File: config.mk
export PLATFORM = sky130hd
export DESIGN_NAME = freq_bcd_disp
export DESIGN_NICKNAME = d
export VERILOG_FILES = /design/src/rtl/freq_pkg.sv /design/src/rtl/bcd_add3.sv /design/src/rtl/freq_bcd_disp.sv
export SDC_FILE = /design/constraint.sdc
export NUM_CORES = 1
export LEC_CHECK = 0
export ABC_AREA = 1
export BUFFER_PORTS_ARGS = -buffer_cell sky130_fd_sc_hd__buf_2
export CAP_MARGIN = 25
export CORE_ASPECT_RATIO = 1.1
export CORE_MARGIN = 1.5
export CORE_UTILIZATION = 35
export DETAILED_ROUTE_END_ITERATION = 8
export SLEW_MARGIN = 20
export SYNTH_ARGS = -nofsm -noshare
export SYNTH_HDL_FRONTEND = slang
export SYNTH_SLANG_ARGS = --single-unit
File: constraint.sdc
create_clock -name sys_clk -period 5.1 [get_ports sys_clk]
set_input_delay 0.51 -clock sys_clk [delete_from_list [all_inputs] [get_ports sys_clk]]
set_output_delay 0.51 -clock sys_clk [all_outputs]
set_load 0.01 [all_outputs]
File: src/rtl/freq_pkg.sv
// Shared constants and types for the frequency BCD display path.
// Holds converter widths, saturation limit, unit codes and FSM states.
package freq_pkg;

  localparam int BIN_W = 30;
  localparam int DIG_N = 9;
  localparam int BCD_W = 4 * DIG_N;
  localparam int CNT_W = 5;

  localparam logic [BIN_W-1:0] MAX_VAL = 30'd999_999_999;

  localparam logic [1:0] UNIT_HZ  = 2'd0;
  localparam logic [1:0] UNIT_KHZ = 2'd1;
  localparam logic [1:0] UNIT_MHZ = 2'd2;

  localparam logic [5:0] DP_3 = 6'b001000;

  typedef enum logic [1:0] {
    ST_IDLE,
    ST_SHIFT,
    ST_DONE
  } state_e;

endpackage

File: src/rtl/bcd_add3.sv
// Double-dabble nibble adjust: values of 5 or more get +3 before a shift.
// Ports: in_i (BCD nibble), out_o (adjusted nibble).
module bcd_add3 (
  input  logic [3:0] in_i,
  output logic [3:0] out_o
);

  assign out_o = (in_i >= 4'd5) ? in_i + 4'd3 : in_i;

endmodule

File: src/rtl/freq_bcd_disp.sv
// Converts each new frequency reading to 9 BCD digits and auto-ranges it.
// Ports: sys_clk/sys_rst_n, freq_data in; bcd/disp/unit/point/ovf/done out.
module freq_bcd_disp
  import freq_pkg::*;
#(
  parameter int IN_W = 50
) (
  input  logic            sys_clk,
  input  logic            sys_rst_n,
  input  logic [IN_W-1:0] freq_data,
  output logic [35:0]     bcd_data,
  output logic [23:0]     disp_data,
  output logic [1:0]      unit,
  output logic [5:0]      point,
  output logic            ovf,
  output logic            conv_done
);

  state_e            state_q;
  logic [IN_W-1:0]   last_q;
  logic [BIN_W-1:0]  bin_q;
  logic [BCD_W-1:0]  bcd_sh_q;
  logic [CNT_W-1:0]  cnt_q;
  logic              ovf_nxt_q;

  logic [BCD_W-1:0]  adj_d;
  logic              ovf_d;
  logic [BIN_W-1:0]  sat_d;
  logic [23:0]       disp_d;
  logic [1:0]        unit_d;
  logic [5:0]        point_d;

  for (genvar g = 0; g < DIG_N; g++) begin : g_add3
    bcd_add3 u_add3 (
      .in_i  (bcd_sh_q[4*g +: 4]),
      .out_o (adj_d[4*g +: 4])
    );
  end

  // Full-width compare so high input bits can never alias below the ceiling.
  assign ovf_d = freq_data > IN_W'(MAX_VAL);
  assign sat_d = ovf_d ? MAX_VAL : freq_data[BIN_W-1:0];

  // Autorange from the finished digits; the MHz test must win over kHz.
  always_comb begin
    unit_d  = UNIT_HZ;
    disp_d  = bcd_sh_q[23:0];
    point_d = '0;
    priority case (1'b1)
      (|bcd_sh_q[35:24]): begin
        unit_d  = UNIT_MHZ;
        disp_d  = bcd_sh_q[35:12];
        point_d = DP_3;
      end
      (|bcd_sh_q[23:12]): begin
        unit_d  = UNIT_KHZ;
        point_d = DP_3;
      end
      default: ;
    endcase
  end

  always_ff @(posedge sys_clk or negedge sys_rst_n) begin
    if (!sys_rst_n) begin
      state_q   <= ST_IDLE;
      last_q    <= '0;
      bin_q     <= '0;
      bcd_sh_q  <= '0;
      cnt_q     <= '0;
      ovf_nxt_q <= 1'b0;
      bcd_data  <= '0;
      disp_data <= '0;
      unit      <= '0;
      point     <= '0;
      ovf       <= 1'b0;
      conv_done <= 1'b0;
    end else begin
      conv_done <= 1'b0;
      unique case (state_q)
        ST_IDLE: begin
          if (freq_data != last_q) begin
            last_q    <= freq_data;
            bin_q     <= sat_d;
            ovf_nxt_q <= ovf_d;
            bcd_sh_q  <= '0;
            cnt_q     <= '0;
            state_q   <= ST_SHIFT;
          end
        end
        ST_SHIFT: begin
          bcd_sh_q <= {adj_d[BCD_W-2:0], bin_q[BIN_W-1]};
          bin_q    <= {bin_q[BIN_W-2:0], 1'b0};
          cnt_q    <= cnt_q + 1'b1;
          if (cnt_q == CNT_W'(BIN_W - 1)) begin
            state_q <= ST_DONE;
          end
        end
        ST_DONE: begin
          bcd_data  <= bcd_sh_q;
          disp_data <= disp_d;
          unit      <= unit_d;
          point     <= point_d;
          ovf       <= ovf_nxt_q;
          conv_done <= 1'b1;
          state_q   <= ST_IDLE;
        end
        default: state_q <= ST_IDLE;
      endcase
    end
  end

endmodule

==> impl_metrics.py, run 1 <==
metrics = {
    "run_status": {
        "run_status": "completed",
    },
    "flow_run": {
        "cap_viol_max_count": 0,
    },
    "global_routing": {
        "grt_pass1_wl_microns": 41300,
        "grtUsageMet2_pct": 28.7,
        "busiest_layer": "met2",
        "antenna_found_initial": 0,
        "gr-usage-all-layers_pct": 17.3,
        "met3_usage_pct": 3.00,
        "use_met1_pct": 23.0,
        "grt_start_max_net_pins": 107,
        "overflow": 0,
        "grt_pass1_vias": 8203,
    },
    "cts": {
        "cts_tree": "built",
        "postCtsSetupRepairBufs": 0,
        "htree_levels": 4,
        "cts_root_buf": "clkbuf_16",
        "clk_latency_ps": 440,
        "cts_buffers": 17,
        "cts_num_sinks": 189,
        "clkTransAtPathRegs_ps": 80,
        "cts_resized": 0,
        "cts_hold_buf": 0,
        "ctsLongestPathBuffers": 2,
    },
    "worst_setup_path": {
        "cp_common_cell": "nand2_1",
        "crit_chain": "inv_1 > nand2_1 > nand2_1 > nor2_1 > nand2_1 > nor2_1 > nand2_1 > nor2_1 > nand2_1 > buf_4 > nand2_4 > buf_4 > o21ai_0",
        "max_stage_delay_ps": 760,
        "cp_slowest_cell": "buf_4",
        "crit_buf_inv": 3,
        "end_kind": "flop",
        "crit_type": "flop to flop",
        "crit_arrival_ps": 2960,
        "cp-start-kind": "flop",
        "crit_fanout": 95,
        "cp_top_family": "buffers and inverters",
        "cp.required_ps": 5380,
    },
    "finish": {
        "area_growth_pct": 14.6,
        "n_antenna_cell": 0,
        "drive_above_1_share_pct": 13.6,
        "nFillCells": 2866,
        "layout.nets": 1487,
    },
    "sta": {
        "fin_setup_tns_ps": 0,
        "slew_viol_final": 0,
        "min_period_ps": 2690,
        "rsz0062_at_grt": "false",
        "worst_slack_ps": 2410,
        "finalHoldViolations": 0,
        "finalCritPeriodShare_pct": 52.7,
        "max_freq_ghz": 0.372,
        "setup_viol": 0,
        "finClkSkew_ps": 16.8,
        "maxSlewHeadroom_pct": 34.6,
        "tightestPinTransition_ps": 981,
    },
    "min_path": {
        "hold_class": "input port to async pin",
    },
    "synthesis": {
        "synth_cell_types": 27,
        "syn_area_sq_um": 9970,
        "synth_edf_count": 0,
        "synth_cells": 1327,
        "synth_ff_type": "dfrtp_1",
        "async_reset_ff_share_pct": 100,
        "ys_seq_elements": 189,
        "ys_seq_area_share_pct": 47.5,
        "syn_avg_cell_area_sq_um": 7.51,
        "yosys_warnings": 0,
    },
    "pwr": {
        "powerDensity_nw_per_um2": 270,
        "p_leak_uw": 0.00611,
        "peakVddDrop_mv": 0.175,
    },
    "route": {
        "drtAntennaViolNets": 0,
        "drt_wl_total_microns": 24500,
        "drt_iter0_drc": 664,
        "drc": 0,
        "vias_per_cell": 4.81,
        "vias": 8588,
        "wl_per_cell_microns": 13.7,
        "dr.pass1.iters": 5,
    },
    "floorplanning": {
        "fp.dieH_microns": 180,
        "pin_count": 122,
        "core_area_sq_um": 27900,
        "start_util_pct": 35.7,
        "die_w_microns": 164,
        "die_area_sq_um": 29500,
        "rows": 64,
    },
    "placement": {
        "post-place-ws_ps": 2090,
        "place.gp.congestion": 0.814,
        "hpwlAfterDp_microns": 16000,
        "numPortBuffers": 116,
    },
}
==> routing by layer <==
layer | vias up | part of all wire [%]
met5 | - | 0
met4 | 0 | 1.3
met3 | 20 | 3.8
met2 | 172 | 47
met1 | 4020 | 48
li1 | 4376 | -
==> path summary, 6_finish.rpt <==
path                               start            to  slack [ps]  depth (start not counted)
min in group sys_clk       freq_data[44]    last_q[44]         360                          3
hold reg to reg             bcd_data[35]  bcd_data[35]         470                          2
setup reg to reg               last_q[8]    last_q[31]        2410                         13
setup / recovery               last_q[8]    last_q[31]        2410                         13
max in group asynchronous      sys_rst_n      bin_q[6]        3740                          2
hold / removal                 sys_rst_n  bcd_data[11]         190                          1
==> cell type report <==
type | instances | area, sq um | area share [%]
flip-flops and latches | 189 | 4730 | 41.4
multi-input cells | 944 | 4450 | 39.0
repair buffers | 130 | 694 | 6.08
inverters | 129 | 484 | 4.24
well taps | 363 | 454 | 3.98
clock buffers | 18 | 439 | 3.84
clock inverters | 14 | 171 | 1.50
==> worst register-to-register path, cell delays in order, from the launching register on <==
cell,delay (ps)
dfrtp_1,380
inv_1,50
nand2_1,50
nand2_1,60
nor2_1,120
nand2_1,80
nor2_1,180
nand2_1,150
nor2_1,130
nand2_1,50
buf_4,220
nand2_4,100
buf_4,760
o21ai_0,220
==> layout by cell type (no fill, tap or decap), types with 2 or more instances in the layout <==
cell	n
nor2_1	87
inv_8	4
o21ai_0	116
nor3_1	2
a21oi_1	47
conb_1	5
dfrtp_1	189
xor2_1	3
nor2_2	2
xnor2_1	22
ha_1	24
nand2_4	2
inv_1	126
clkbuf_8	2
inv_6	3
nand3_1	131
clkinv_8	3
buf_4	14
nand4_1	15
o311ai_0	2
clkbuf_16	17
buf_2	115
o211ai_1	13
or2_2	24
inv_2	3
nand2_1	443
==> stage by stage <==
stage	hold slack (ps)	cell area [sq um]	std cells	utilization (%)	total power, uW
floorplan	214	9980	1331	-	1650
global placement	449	10800	1755	38.7	1740
detailed placement	458	10800	1755	38.7	1740
CTS	214	11400	1787	40.9	3140
global route	247	11400	1787	40.9	3220
finish	187	11400	1787	40.9	3090
==> logic make-up after synthesis <==
group / Yosys count / synth area share [%]
compound gates: 182 / 9.64
xor+xnor: 25 / 2.20
fa+ha+maj: 24 / 3.01
buf+inv: 198 / 8.30
flops: 189 / 47.5
other cells: 1 / 0.0376
simple gates: 708 / 29.4
==> Yosys cell counts, types with 2 or more instances <==
cell type | count | share of area, %
a21oi_1 | 47 | 2.4
buf_1 | 5 | 0.19
buf_2 | 7 | 0.35
buf_4 | 8 | 0.60
buf_6 | 6 | 0.68
clkbuf_1 | 43 | 1.6
dfrtp_1 | 189 | 47
ha_1 | 24 | 3.0
inv_1 | 126 | 4.7
inv_2 | 3 | 0.11
nand2_1 | 445 | 17
nand3_1 | 131 | 6.6
nand4_1 | 15 | 0.94
nor2_1 | 89 | 3.4
nor3_1 | 3 | 0.15
o211ai_1 | 13 | 0.98
o21ai_0 | 116 | 5.8
o311ai_0 | 2 | 0.18
or2_2 | 24 | 1.5
xnor2_1 | 22 | 1.9
xor2_1 | 3 | 0.26
==> where the power goes <==
part           switching [uW]  total [uW]  internal (uW)
Clock                     664        1380            718
Sequential               18.4        1540           1520
Combinational             108         168           59.8
==> flip-flops by register name, indices dropped and copies added, names as in the netlist <==
| name | cells |
|---|---|
| conv_done | 1 |
| bcd_data | 36 |
| bin_q | 30 |
| ovf | 1 |
| ovf_nxt_q | 1 |
| bcd_sh_q | 36 |
| cnt_q | 5 |
| point | 1 |
| unit | 2 |
| last_q | 50 |
| disp_data | 24 |
| state_q | 2 |
(Power assumes the default switching activity.)
==> run 2, diff against run 1 <==
==> constraint.sdc (replaced) <==
create_clock -name sys_clk -period 2.3 [get_ports sys_clk]
set_input_delay 0.23 -clock sys_clk [delete_from_list [all_inputs] [get_ports sys_clk]]
set_output_delay 0.23 -clock sys_clk [all_outputs]
set_load 0.01 [all_outputs]
==> run 2 against run 1 <==
  * Global-route usage is 0.20 points lower
  * Sequential share of layout area down 0.69 points
  * Combinational power rose by 130%
  * Die area stayed put
  * Setup slack got worse by 2200 ps
  * Core utilization is 0.69 points higher
  * Largest cell class unchanged
  * Largest power group unchanged
==> impl_metrics.py, run 2 (same netlist as run 1, synthesis figures left out) <==
metrics = {
    "finish": {
        "nFillCells": 2901,
        "layout.nets": 1499,
        "fin_util_pct": 41.6,
        "reg_top3": "last_q x50, bcd_data x36, bcd_sh_q x36",
        "final_cell_mix": "nand2_1, dfrtp_1, nand3_1, inv_1, o21ai_0",
        "area_growth_pct": 16.5,
        "layout_commonest_cell": "nand2_1",
        "largest_reg_flops": 50,
        "regMostFlops": "last_q",
        "n_antenna_cell": 0,
        "drive_above_1_share_pct": 14.2,
    },
    "sta": {
        "setup_viol": 0,
        "max_freq_ghz": 0.486,
        "rsz0062_at_grt": "false",
        "finalHoldViolations": 0,
        "slew_viol_final": 0,
        "min_period_ps": 2060,
        "finClkSkew_ps": 17.7,
        "finalCritPeriodShare_pct": 89.5,
        "tightestPinTransition_ps": 606,
        "fin_setup_tns_ps": 0,
        "maxSlewHeadroom_pct": 59.6,
    },
    "floorplanning": {
        "pin_count": 122,
        "rows": 64,
        "die_area_sq_um": 29500,
        "core_area_sq_um": 27900,
        "die_w_microns": 164,
        "start_util_pct": 35.7,
        "fp.dieH_microns": 180,
    },
    "route": {
        "vias": 8611,
        "drc": 0,
        "dr.pass1.iters": 4,
        "drtAntennaViolNets": 0,
        "vias_per_cell": 4.79,
        "wl_per_cell_microns": 13.7,
        "drt_wl_total_microns": 24700,
        "drt_iter0_drc": 696,
    },
    "global_routing": {
        "grt_pass1_vias": 8182,
        "grt_pass1_wl_microns": 41200,
        "busiest_layer": "met2",
        "met3_usage_pct": 2.31,
        "use_met1_pct": 23.4,
        "gr-usage-all-layers_pct": 17.1,
        "grtUsageMet2_pct": 28.0,
        "overflow": 0,
        "grt_start_max_net_pins": 79,
        "antenna_found_initial": 0,
    },
    "cts": {
        "ctsLongestPathBuffers": 2,
        "cts_tree": "built",
        "cts_buffers": 17,
        "clkTransAtPathRegs_ps": 80,
        "clk_latency_ps": 430,
        "cts_num_sinks": 189,
        "cts_root_buf": "clkbuf_16",
        "htree_levels": 4,
        "postCtsSetupRepairBufs": 0,
    },
    "worst_setup_path": {
        "crit_fanout": 19,
        "end_kind": "flop",
        "r2r_start": "last_q[8]",
        "reg2reg_slack_ps": 240,
        "reg2reg_depth": 13,
        "cp.required_ps": 2630,
        "crit_arrival_ps": 2390,
        "startpoint": "last_q[8]",
        "cp-start-kind": "flop",
        "crit_type": "flop to flop",
        "timing.rr.end": "bin_q[12]",
    },
    "pwr": {
        "p_leak_uw": 0.00621,
        "peakVddDrop_mv": 0.427,
        "clkPwrFrac_pct": 44.1,
        "internal_power_uw": 5060,
        "combPwrFrac_pct": 5.7,
        "seq_power_share_pct": 50.1,
        "power_switching_uw": 1740,
        "powerDensity_nw_per_um2": 586,
        "swShare_pct": 25.6,
    },
    "min_path": {
        "hold_class": "input port to flop",
        "holdPathEnd": "last_q[40]",
        "hold_start": "freq_data[40]",
        "whs_path_depth": 3,
    },
    "run_status": {
        "run_status": "completed",
    },
    "placement": {
        "place.gp.congestion": 0.770,
        "numPortBuffers": 116,
        "hpwlAfterDp_microns": 16600,
    },
    "flow_run": {
        "cap_viol_max_count": 0,
    },
}
run 2: worst max path at each step:
stage and endpoint:
3_3_place_gp bin_q[12], 2_1_floorplan disp_data[3], 5_1_grt bin_q[12], 6_report bin_q[12], 4_1_cts bin_q[12], 3_5_place_dp bin_q[11]
run 2: area by class of cell:
cell class,instances,area (sq um),share of cell area [%]
clock buffers,18,429,3.69
clock inverters,14,156,1.35
inverters,129,484,4.17
multi-input cells,944,4450,38.3
flip-flops and latches,189,4730,40.7
well taps,363,454,3.91
repair buffers,142,912,7.85
run 2: layer usage:
metal	wire length, microns	share of wire [%]
met1	11800	48
met2	11500	46
met3	977	4.0
met4	438	1.8
met5	0	0
run 2: what timing repair did:
item | in CTS | in global routing
resized for setup | 0 | 0
hold buffers | 1 | 0
endpoints found under the hold margin | 38 | 0
run 2: per-stage QoR:
step	cells	worst slack, ps	cell area (sq um)	hold WS, ps	power (uW)
floorplan	1331	470	9980	-65.6	3660
global placement	1766	266	11000	195	3870
detailed placement	1766	252	11000	191	3870
CTS	1799	234	11600	76.8	6900
global route	1799	19.5	11600	82.9	7100
finish	1799	241	11600	87.4	6800
run 2: worst max-delay path, cell delays in order, from the launching register on:
cell and delay (ps):
dfrtp_1 400, nand2_1 70, nand2_1 70, nor2_1 100, nand2_1 80, nor2_1 180
nand2_1 120, nor2_1 110, nand2_1 100, nand2_4 250, nand2_1 120, buf_4 230
nand2_1 90, nand2_1 50
run 2: power groups by stage:
stage	combinational (uW)	sequential, uW	clock (uW)
finish	391	3410	3000
global route	458	3420	3220
CTS	402	3410	3090
detailed placement	398	3480	0
global placement	392	3470	0
floorplan	195	3470	0
